File: src/rtl/seg7_multi_counter.sv
// Bank of NUM_CH modulo counters (independent or cascaded as digits) with a
// registered hex 7-segment view of one channel, chosen directly or by auto-scan.
module seg7_multi_counter #(
    parameter int NUM_CH         = 4,
    parameter int CNT_W          = 4,
    parameter int MODULUS        = 10,
    parameter int PRESC_DIV      = 1,
    parameter int SCAN_DIV       = 4,
    parameter int SEG_ACTIVE_LOW = 0,
    localparam int SW            = (NUM_CH > 2) ? $clog2(NUM_CH) : 1
) (
    input  logic              clk,
    input  logic              rst,
    input  logic              en,
    input  logic [NUM_CH-1:0] ch_en,
    input  logic              up_dn,
    input  logic              cascade,
    input  logic              load,
    input  logic [SW-1:0]     load_ch,
    input  logic [CNT_W-1:0]  load_val,
    input  logic              scan_en,
    input  logic [SW-1:0]     sel,
    output logic [6:0]        seg,
    output logic              dp,
    output logic [SW-1:0]     digit_idx,
    output logic              carry_out
);

    localparam int PW  = (PRESC_DIV > 1) ? $clog2(PRESC_DIV) : 1;
    localparam int SDW = (SCAN_DIV > 1) ? $clog2(SCAN_DIV) : 1;
    localparam logic [PW-1:0]    PRESC_LAST = PW'(PRESC_DIV - 1);
    localparam logic [SDW-1:0]   SCAN_LAST  = SDW'(SCAN_DIV - 1);
    localparam logic [SW-1:0]    CH_LAST    = SW'(NUM_CH - 1);
    localparam logic [CNT_W-1:0] TERM       = CNT_W'(MODULUS - 1);
    localparam logic [CNT_W:0]   MOD_EXT    = (CNT_W + 1)'(MODULUS);

    function automatic logic [6:0] hex7(input logic [3:0] v);
        case (v)
            4'h0: hex7 = 7'h3F;
            4'h1: hex7 = 7'h06;
            4'h2: hex7 = 7'h5B;
            4'h3: hex7 = 7'h4F;
            4'h4: hex7 = 7'h66;
            4'h5: hex7 = 7'h6D;
            4'h6: hex7 = 7'h7D;
            4'h7: hex7 = 7'h07;
            4'h8: hex7 = 7'h7F;
            4'h9: hex7 = 7'h6F;
            4'hA: hex7 = 7'h77;
            4'hB: hex7 = 7'h7C;
            4'hC: hex7 = 7'h39;
            4'hD: hex7 = 7'h5E;
            4'hE: hex7 = 7'h79;
            default: hex7 = 7'h71;
        endcase
    endfunction

    logic [PW-1:0]    presc_reg;
    logic             tick;
    logic [CNT_W-1:0] cnt_reg  [NUM_CH];
    logic [CNT_W-1:0] cnt_next [NUM_CH];
    logic [NUM_CH-1:0] at_end;
    logic [NUM_CH-1:0] load_hit;
    logic [NUM_CH-1:0] step;
    logic [NUM_CH-1:0] wrap;
    logic             ripple;
    logic [CNT_W-1:0] load_sat;
    logic             carry_reg;

    logic [SDW-1:0]   scan_div_reg;
    logic [SW-1:0]    scan_idx_reg;
    logic [SW-1:0]    disp_idx;
    logic             disp_hit;
    logic [CNT_W-1:0] disp_val;
    logic [6:0]       seg_reg;
    logic             dp_reg;
    logic [SW-1:0]    digit_idx_reg;

    assign tick     = en && (presc_reg == PRESC_LAST);
    assign load_sat = ({1'b0, load_val} >= MOD_EXT) ? TERM : load_val;

    always_ff @(posedge clk) begin
        if (rst) begin
            presc_reg <= '0;
        end else if (en) begin
            presc_reg <= (presc_reg == PRESC_LAST) ? '0 : presc_reg + PW'(1);
        end
    end

    // Step/wrap chain: in cascade mode each wrap feeds the next channel's step
    // in the same cycle; a loaded channel never passes a wrap upward.
    always_comb begin
        step   = '0;
        wrap   = '0;
        ripple = tick;
        for (int i = 0; i < NUM_CH; i++) begin
            step[i] = cascade ? ripple : (tick & ch_en[i]);
            wrap[i] = step[i] & at_end[i] & ~load_hit[i];
            ripple  = wrap[i];
        end
    end

    genvar gi;
    generate
        for (gi = 0; gi < NUM_CH; gi++) begin : g_ch
            assign at_end[gi]   = up_dn ? (cnt_reg[gi] == TERM) : (cnt_reg[gi] == '0);
            assign load_hit[gi] = load && (load_ch == SW'(gi));
            assign cnt_next[gi] = load_hit[gi] ? load_sat :
                                  !step[gi]    ? cnt_reg[gi] :
                                  at_end[gi]   ? (up_dn ? '0 : TERM) :
                                  up_dn        ? cnt_reg[gi] + CNT_W'(1) :
                                                 cnt_reg[gi] - CNT_W'(1);
        end
    endgenerate

    always_ff @(posedge clk) begin
        if (rst) begin
            cnt_reg   <= '{default: '0};
            carry_reg <= 1'b0;
        end else begin
            cnt_reg   <= cnt_next;
            carry_reg <= wrap[NUM_CH-1];
        end
    end

    always_ff @(posedge clk) begin
        if (rst) begin
            scan_div_reg <= '0;
            scan_idx_reg <= '0;
        end else if (scan_en) begin
            if (scan_div_reg == SCAN_LAST) begin
                scan_div_reg <= '0;
                scan_idx_reg <= (scan_idx_reg == CH_LAST) ? '0 : scan_idx_reg + SW'(1);
            end else begin
                scan_div_reg <= scan_div_reg + SDW'(1);
            end
        end
    end

    // An index with no matching channel leaves disp_hit low, which blanks the digit.
    always_comb begin
        disp_idx = scan_en ? scan_idx_reg : sel;
        disp_hit = 1'b0;
        disp_val = '0;
        for (int i = 0; i < NUM_CH; i++) begin
            if (disp_idx == SW'(i)) begin
                disp_hit = 1'b1;
                disp_val = cnt_reg[i];
            end
        end
    end

    always_ff @(posedge clk) begin
        if (rst) begin
            seg_reg       <= '0;
            dp_reg        <= 1'b0;
            digit_idx_reg <= '0;
        end else begin
            seg_reg       <= disp_hit ? hex7(4'(disp_val)) : 7'h00;
            dp_reg        <= disp_hit && (disp_val == TERM);
            digit_idx_reg <= disp_idx;
        end
    end

    assign seg       = (SEG_ACTIVE_LOW != 0) ? ~seg_reg : seg_reg;
    assign dp        = (SEG_ACTIVE_LOW != 0) ? ~dp_reg  : dp_reg;
    assign digit_idx = digit_idx_reg;
    assign carry_out = carry_reg;

endmodule

File: config.mk
export PLATFORM = sky130hd
export DESIGN_NAME = seg7_multi_counter
export DESIGN_NICKNAME = d
export VERILOG_FILES = /design/src/rtl/seg7_multi_counter.sv
export SDC_FILE = /design/constraint.sdc
export NUM_CORES = 1
export LEC_CHECK = 0
export BUFFER_PORTS_ARGS = -buffer_cell sky130_fd_sc_hd__buf_2
export CAP_MARGIN = 20
export CORE_MARGIN = 5
export CORE_UTILIZATION = 45
export DETAILED_ROUTE_END_ITERATION = 8
export PLACE_DENSITY = 0.75
export SLEW_MARGIN = 20
export SYNTH_ARGS = -nofsm -noshare
export SYNTH_HDL_FRONTEND = slang
export SYNTH_SLANG_ARGS = --single-unit
File: constraint.sdc
create_clock -name clk -period 5.9 [get_ports clk]
set_clock_uncertainty 0.15 [all_clocks]
set_input_delay 1.18 -clock clk [delete_from_list [all_inputs] [get_ports clk]]
set_output_delay 1.18 -clock clk [all_outputs]
set_load 0.02 [all_outputs]
Word-level counts from Yosys, hierarchy flattened
Memories as Yosys holds them, arrays and structs flattened. A register that Yosys moved wholly into a read port is not among the register bits.
Cells that the tools add are included.
{"block": "totals", "register_bits": 25, "rom_bits": 112, "in_bits": 19, "output_inout_bits": 11, "word_cells": 110, "mem_count": 1}
{"memory": "(name not given)", "words": 16, "word_bits": 7, "rd": 1, "rd_ports_with_merged_regs": 1, "write_ports": 0, "line": "38", "source": "case (v)"}
{"block": "op_classes", "add_sub_neg": 11, "order_cmp": 1, "n_eq_ne": 13, "muxes": 38, "n_bitwise": 18, "n_reduce_logical": 18}
{"operator": "two-way mux 4 bit", "count": 22}
{"operator": "== test 4 bit, second input constant", "count": 5}
{"operator": "adder 4 x 1 -> 4 bit, second input constant", "count": 4}
{"operator": "zero test 4 bit", "count": 4}
{"operator": "subtractor 4 x 1 -> 4 bit, second input constant", "count": 4}
{"operator": "two-way mux 1 bit", "count": 13}
{"operator": "bitwise AND 1 bit", "count": 12}
{"operator": "== test 2 bit, second input constant", "count": 6}
{"operator": "nonzero test 2 bit", "count": 4}
{"operator": "logical AND 1 bit", "count": 6}
{"operator": "two-way mux 2 bit", "count": 3}
{"operator": "NOT 1 bit", "count": 6}
{"operator": "adder 2 x 1 -> 2 bit, second input constant", "count": 2}
{"operator": "== test 2 x 1 -> 1 bit, second input constant", "count": 2}
{"operator": ">= comparator 4 bit, second input constant", "count": 1}
{"operator": "zero test 2 bit", "count": 2}
{"operator": "AND reduction 2 bit", "count": 1}
{"operator": "OR reduction 2 bit", "count": 1}
{"operator": "adder 1 bit, second input constant", "count": 1}

Logic depth before layout (Yosys ltp)
{"block": "depth", "ltp_word": 15, "depth_mapped": 10, "mapped_depth_nobuf": 8}

Least setup slack after synthesis
No wires, ideal clock.
{"block": "synth_timing", "path_kind": "input to register", "from": "input port up_dn", "to": "register cnt_reg[7] in the netlist's numbering", "setup_time_ns": 0.112, "arrival_time_ns": 3.275, "t_required_ns": 5.638, "setup_slack_ns": 2.362, "path_stages": 10, "path_buffers": 2, "path_cell_list": "buf_2 > buf_1 > inv_1 > ha_1 > a21o_1 > a21oi_1 > or4_1 > a21oi_1 > nor4_1 > a2111oi_1"}
{"block": "synth_via", "elab_chain_len": 8, "word_cells_on_any_way": 15, "classes_between": "mux (10); bitwise (4); reduce/logical (1)"}
{"item": "start, declared", "line": "16", "source": "input logic up_dn,"}
{"item": "two-way mux 1 bit", "line": "106", "source": "assign at_end[gi] = up_dn ? (cnt_reg[gi] == TERM) : (cnt_reg[gi] == '0);"}
{"item": "bitwise AND 1 bit (2 in a row)", "line": "98", "source": "wrap[i] = step[i] & at_end[i] & ~load_hit[i];"}
{"item": "two-way mux 1 bit", "line": "97", "source": "step[i] = cascade ? ripple : (tick & ch_en[i]);"}
{"item": "bitwise AND 1 bit (2 in a row)", "line": "98"}
{"item": "two-way mux 1 bit", "line": "97"}
{"item": "nonzero test 2 bit (no source line)"}
{"item": "end signal, assigned", "line": "121", "source": "cnt_reg <= cnt_next;"}
{"item": "end, declared", "line": "60", "source": "logic [CNT_W-1:0] cnt_reg [NUM_CH];"}
Parallel ways exist; a longest one is shown, timed or not. The select of a mux whose other input is x is not followed.
A chain may end at the register's enable or synchronous reset.

Final worst setup path
{"block": "layout_timing", "from": "input port scan_en", "to": "register seg_reg[6] (netlist: seg[6])"}
{"block": "layout_via", "elab_chain_len": 8, "word_cells_on_any_way": 15, "classes_between": "eq/ne (3); mux (9); bitwise (1); reduce/logical (2)"}
{"item": "start, declared", "line": "21", "source": "input logic scan_en,"}
{"item": "two-way mux 2 bit *", "line": "142", "source": "disp_idx = scan_en ? scan_idx_reg : sel;"}
{"item": "zero test 2 bit", "line": "146", "source": "if (disp_idx == SW'(i)) begin"}
{"item": "two-way mux 1 bit (4 in a row)", "line": "146"}
{"item": "NOT 1 bit (no source line)"}
{"item": "OR reduction 2 bit (no source line)"}
{"item": "end, declared", "line": "75", "source": "logic [6:0] seg_reg;"}
Mark *: on every way between the ends. The rest lies on a longest branch, timed or not.

==> impl.org <==
** Finish
- The post-route netlist has 17.08% of its cells at a drive strength greater than 1.
- Fill cells in the final layout number around 460.
- Final net count :: 320
- Flip-flop count of the largest register after layout :: 16
- Synth-to-layout area growth :: 13.68%
- For this run, the number of standard cells in the final layout without fillers is roughly 350.
- # diodes :: 0

** Route
- In the routed design, unresolved DRC markers number 0.
- The count of nets left with antenna violations once routing finished came out at 0.
- The first routing iteration left 94 violations.
- The first TritonRoute pass finished after 4 iterations.
- Dividing the detail-routed via count by the number of cells gives 5.681.
- The final layout contains routed wiring with a total length of 5.175 mm.
- Avg WL per Cell :: ~15 um
- Via count :: 1977

** STA
- For the pin with the worst max-slew slack, the measured transition is around 690 ps.
- Number of endpoints failing setup at the final stage :: 0
- Slack of the critical path :: 2565 ps
- Final min period :: 3335 ps
- After layout, the worst path uses a little under three fifths of the clock period.
- In the final timing run, aggregate negative setup slack is 0 ps.
- F_max :: 299.8 MHz
- Max Transition Viols Final :: 0
- Setup repair after global routing left no endpoint under its margin.
- Worst slew slack as a fraction of its limit :: 52.87%
- Final hold viol count :: 0

** Floorplanning
- The die covers about 6400 um2.
- Core area :: 4755 um2
- Once the floorplan was initialized, standard cells occupied 46.55% of the core.
- The die is 80.13 um tall.
- The die is around 80 um wide.
- For this design the top-level I/O count stands at 30.
- After floorplanning, the core was divided into 25 placement rows.

** Clock network
- CTS clk-pin slew, worst paths :: 70 ps
- Clock tree synthesis inserted a total of 5 buffers.
- Sinks on the clock net :: 31
- Hold repair after CTS inserted 0 buffers.
- TritonCTS clock tree :: done
- Post-CTS resize count :: 0
- Post-CTS Setup Repair Bufs :: 0
- Clock latency at the later pin of the worst-skew pair :: a little under 300 ps
- Clock tree root buffer cell :: clkbuf_8
- Buffer depth of the longest clock path :: 2
- Maximum level of the CTS H-tree :: 2

** Synth
- Counting flops with an async set or reset pin after synthesis yields a share of 0%.
- Number of warning messages in the yosys log :: 0
- The most common cell in the synthesized netlist is dfxtp_1.
- Cells taking the most area after synthesis :: dfxtp_1, ha_1, nor2_1
- In the synthesized netlist, the number of instances is 255.
- The biggest area contributor in the post-synthesis netlist is dfxtp_1.
- Register bit count reported by yosys :: 31
- The mapped netlist covers 2213 um2.
- Count of different cell masters after synthesis :: 54
- Mean area per synthesized cell :: 8.680 um2
- Most used DFF post-synth :: dfxtp_1
- The synthesized design contains 0 enable-type register cells.
- After synthesis, the largest area contributor takes up 28.04% of total cell area.
- Portion of the post-synthesis area used by sequential elements :: roughly 28%
- Synthesized netlist net count :: 295
- Cell types with the highest counts after synthesis :: dfxtp_1, nor2_1, a21oi_1, ha_1, nand2_1

** Setup path
- The number of buffers and inverters on the critical path is 1.
- Category of cells accounting for the largest share of critical-path delay :: multiplexers
- Largest fanout on the critical path :: 6
- Worst R2R End :: cnt_reg[3]
- For this run, the slowest stage of the critical path takes roughly 660 ps.
- Crit path launch type :: input pin
- Required @ worst endpoint :: slightly below 6000 ps
- The worst setup path is captured at a flip-flop.
- Register-to-register setup slack :: 3330 ps
- The critical path goes through buf_2 -> mux2i_1 -> mux4_2 -> ha_1 -> nor2_1 -> a21oi_1 -> a221oi_1.
- The startpoint identified for the worst register-to-register timing path is cnt_reg[12].
- Measured in cells, the most critical reg-to-reg path has a length of 6.
- Worst setup path class :: in2reg
- Cell with the largest stage delay on the worst path :: mux4_2
- Data arrival at the endpoint of the critical path :: 3370 ps

** Place
- Routability cong. :: 0.8652
- Pre-CTS setup slack :: 2261 ps
- Total placed cells including tap cells :: between 300 and 400
- Port Buffers :: 29
- Dpl hpwl :: 3.791 mm

** GRT
- For this run, the total global-route usage over all layers was measured as 17.17%.
- Entering global routing, the biggest net connects 41 pins.
- Overflow left after global routing :: 0
- Antenna violations before repair :: 0
- Global-route wire length before repair :: between 8 and 9 mm
- Via count of the first global-routing pass :: 1836

** Status
- Result of the run :: complete, no violations

** Flow run
- Maximum capacitance violations :: 0

** Hold path
- The worst hold path passes through 2 cells.
- The worst hold path terminates at scan_idx_reg[1].
- The startpoint identified for the worst hold timing path is scan_idx_reg[1].
- Path class of the lowest-slack min-delay path :: reg2reg

** Power and ir drop
- IR drop worst, VDD :: 0.08992 mV
- LEAKAGE :: 1.083 nW
- Pwr/cell area :: 259.9 nW/um2
routing by layer:
| layer | part of all wire (%) | routed length [um] | GRT usage [%] |
|---|---|---|---|
| met5 | 0 | 0 | 0 |
| met4 | 0.79 | 41 | 4.392 |
| met3 | 5.9 | 305 | 3.812 |
| met2 | 47 | 2438 | 27.57 |
| met1 | 46 | 2390 | 23.26 |
layout make-up:
class                           count  area (um2)  area share (%)
Multi-Input combinational cell    202        1508           59.92
Sequential cell                    31       620.6           24.66
Timing Repair Buffer               29       145.1           5.768
Tap cell                           67       83.83           3.332
Clock buffer                        6       82.58           3.282
Inverter                           11       41.29           1.641
Clock inverter                      2       35.03           1.392
how the worst max path moves through the flow:
stage                     cells after the start    start         end
after detailed placement                      9    up_dn  cnt_reg[7]
after floorplan                              10    up_dn  cnt_reg[7]
after CTS                                     7  scan_en      seg[6]
final                                         7  scan_en      seg[6]
after global placement                        9    up_dn  cnt_reg[7]
after global routing                          9    up_dn  cnt_reg[7]
power by group:
group	switching (mW)	leakage (nW)	internal [mW]
combinational	0.104	0.767	0.0774
sequential	0.0219	0.256	0.230
clock	0.0837	0.0612	0.137
logic make-up (layout without fill, tap and decap cells):
logic type | count (synthesis) | after routing | synth area share (%)
xor gates and xnor gates | 11 | 11 | 4.353
buffers and inverters | 22 | 48 | 3.844
muxes | 11 | 11 | 6.727
DFF | 31 | 31 | 28.04
AOI/OAI and AO/OA | 71 | 71 | 23.86
adders and majority gates | 21 | 21 | 13.23
and+or+nand+nor | 88 | 88 | 19.96
worst reg2reg max path: cells and delay by family, from the launching register on:
family,cells,cell delay (ps)
AO/OA/AOI/OAI,4,1430
AND/OR/NAND/NOR,2,510
flip-flops,1,380
layout by cell type (no fill, tap or decap), types with 6 or more instances in the layout:
| master | Yosys | routed |
|---|---|---|
| ha_1 | 17 | 17 |
| o21ai_0 | 12 | 12 |
| nand3_1 | 8 | 8 |
| inv_1 | 11 | 11 |
| a211oi_1 | 6 | 6 |
| a21oi_1 | 21 | 21 |
| nor3_1 | 8 | 8 |
| nor2_1 | 30 | 30 |
| mux2i_1 | 7 | 7 |
| xnor2_1 | 7 | 7 |
| buf_2 | 2 | 29 |
| clkbuf_8 | 0 | 6 |
| dfxtp_1 | 31 | 31 |
| nand2_1 | 15 | 15 |
per-stage QoR:
step | util, % | hold WS, ps | power, mW | cell area, um2
after CTS | 52.92 | 343.2 | 0.6565 | 2516
after detailed placement | 50.45 | 332.5 | 0.4354 | 2399
after global routing | 52.92 | 386.5 | 0.6918 | 2516
after floorplan | - | 302.7 | 0.3889 | 2213
final | 52.92 | 341.1 | 0.6538 | 2516
after global placement | 50.45 | 321.6 | 0.4324 | 2399
Note: power is estimated with default switching activity, not from simulation.
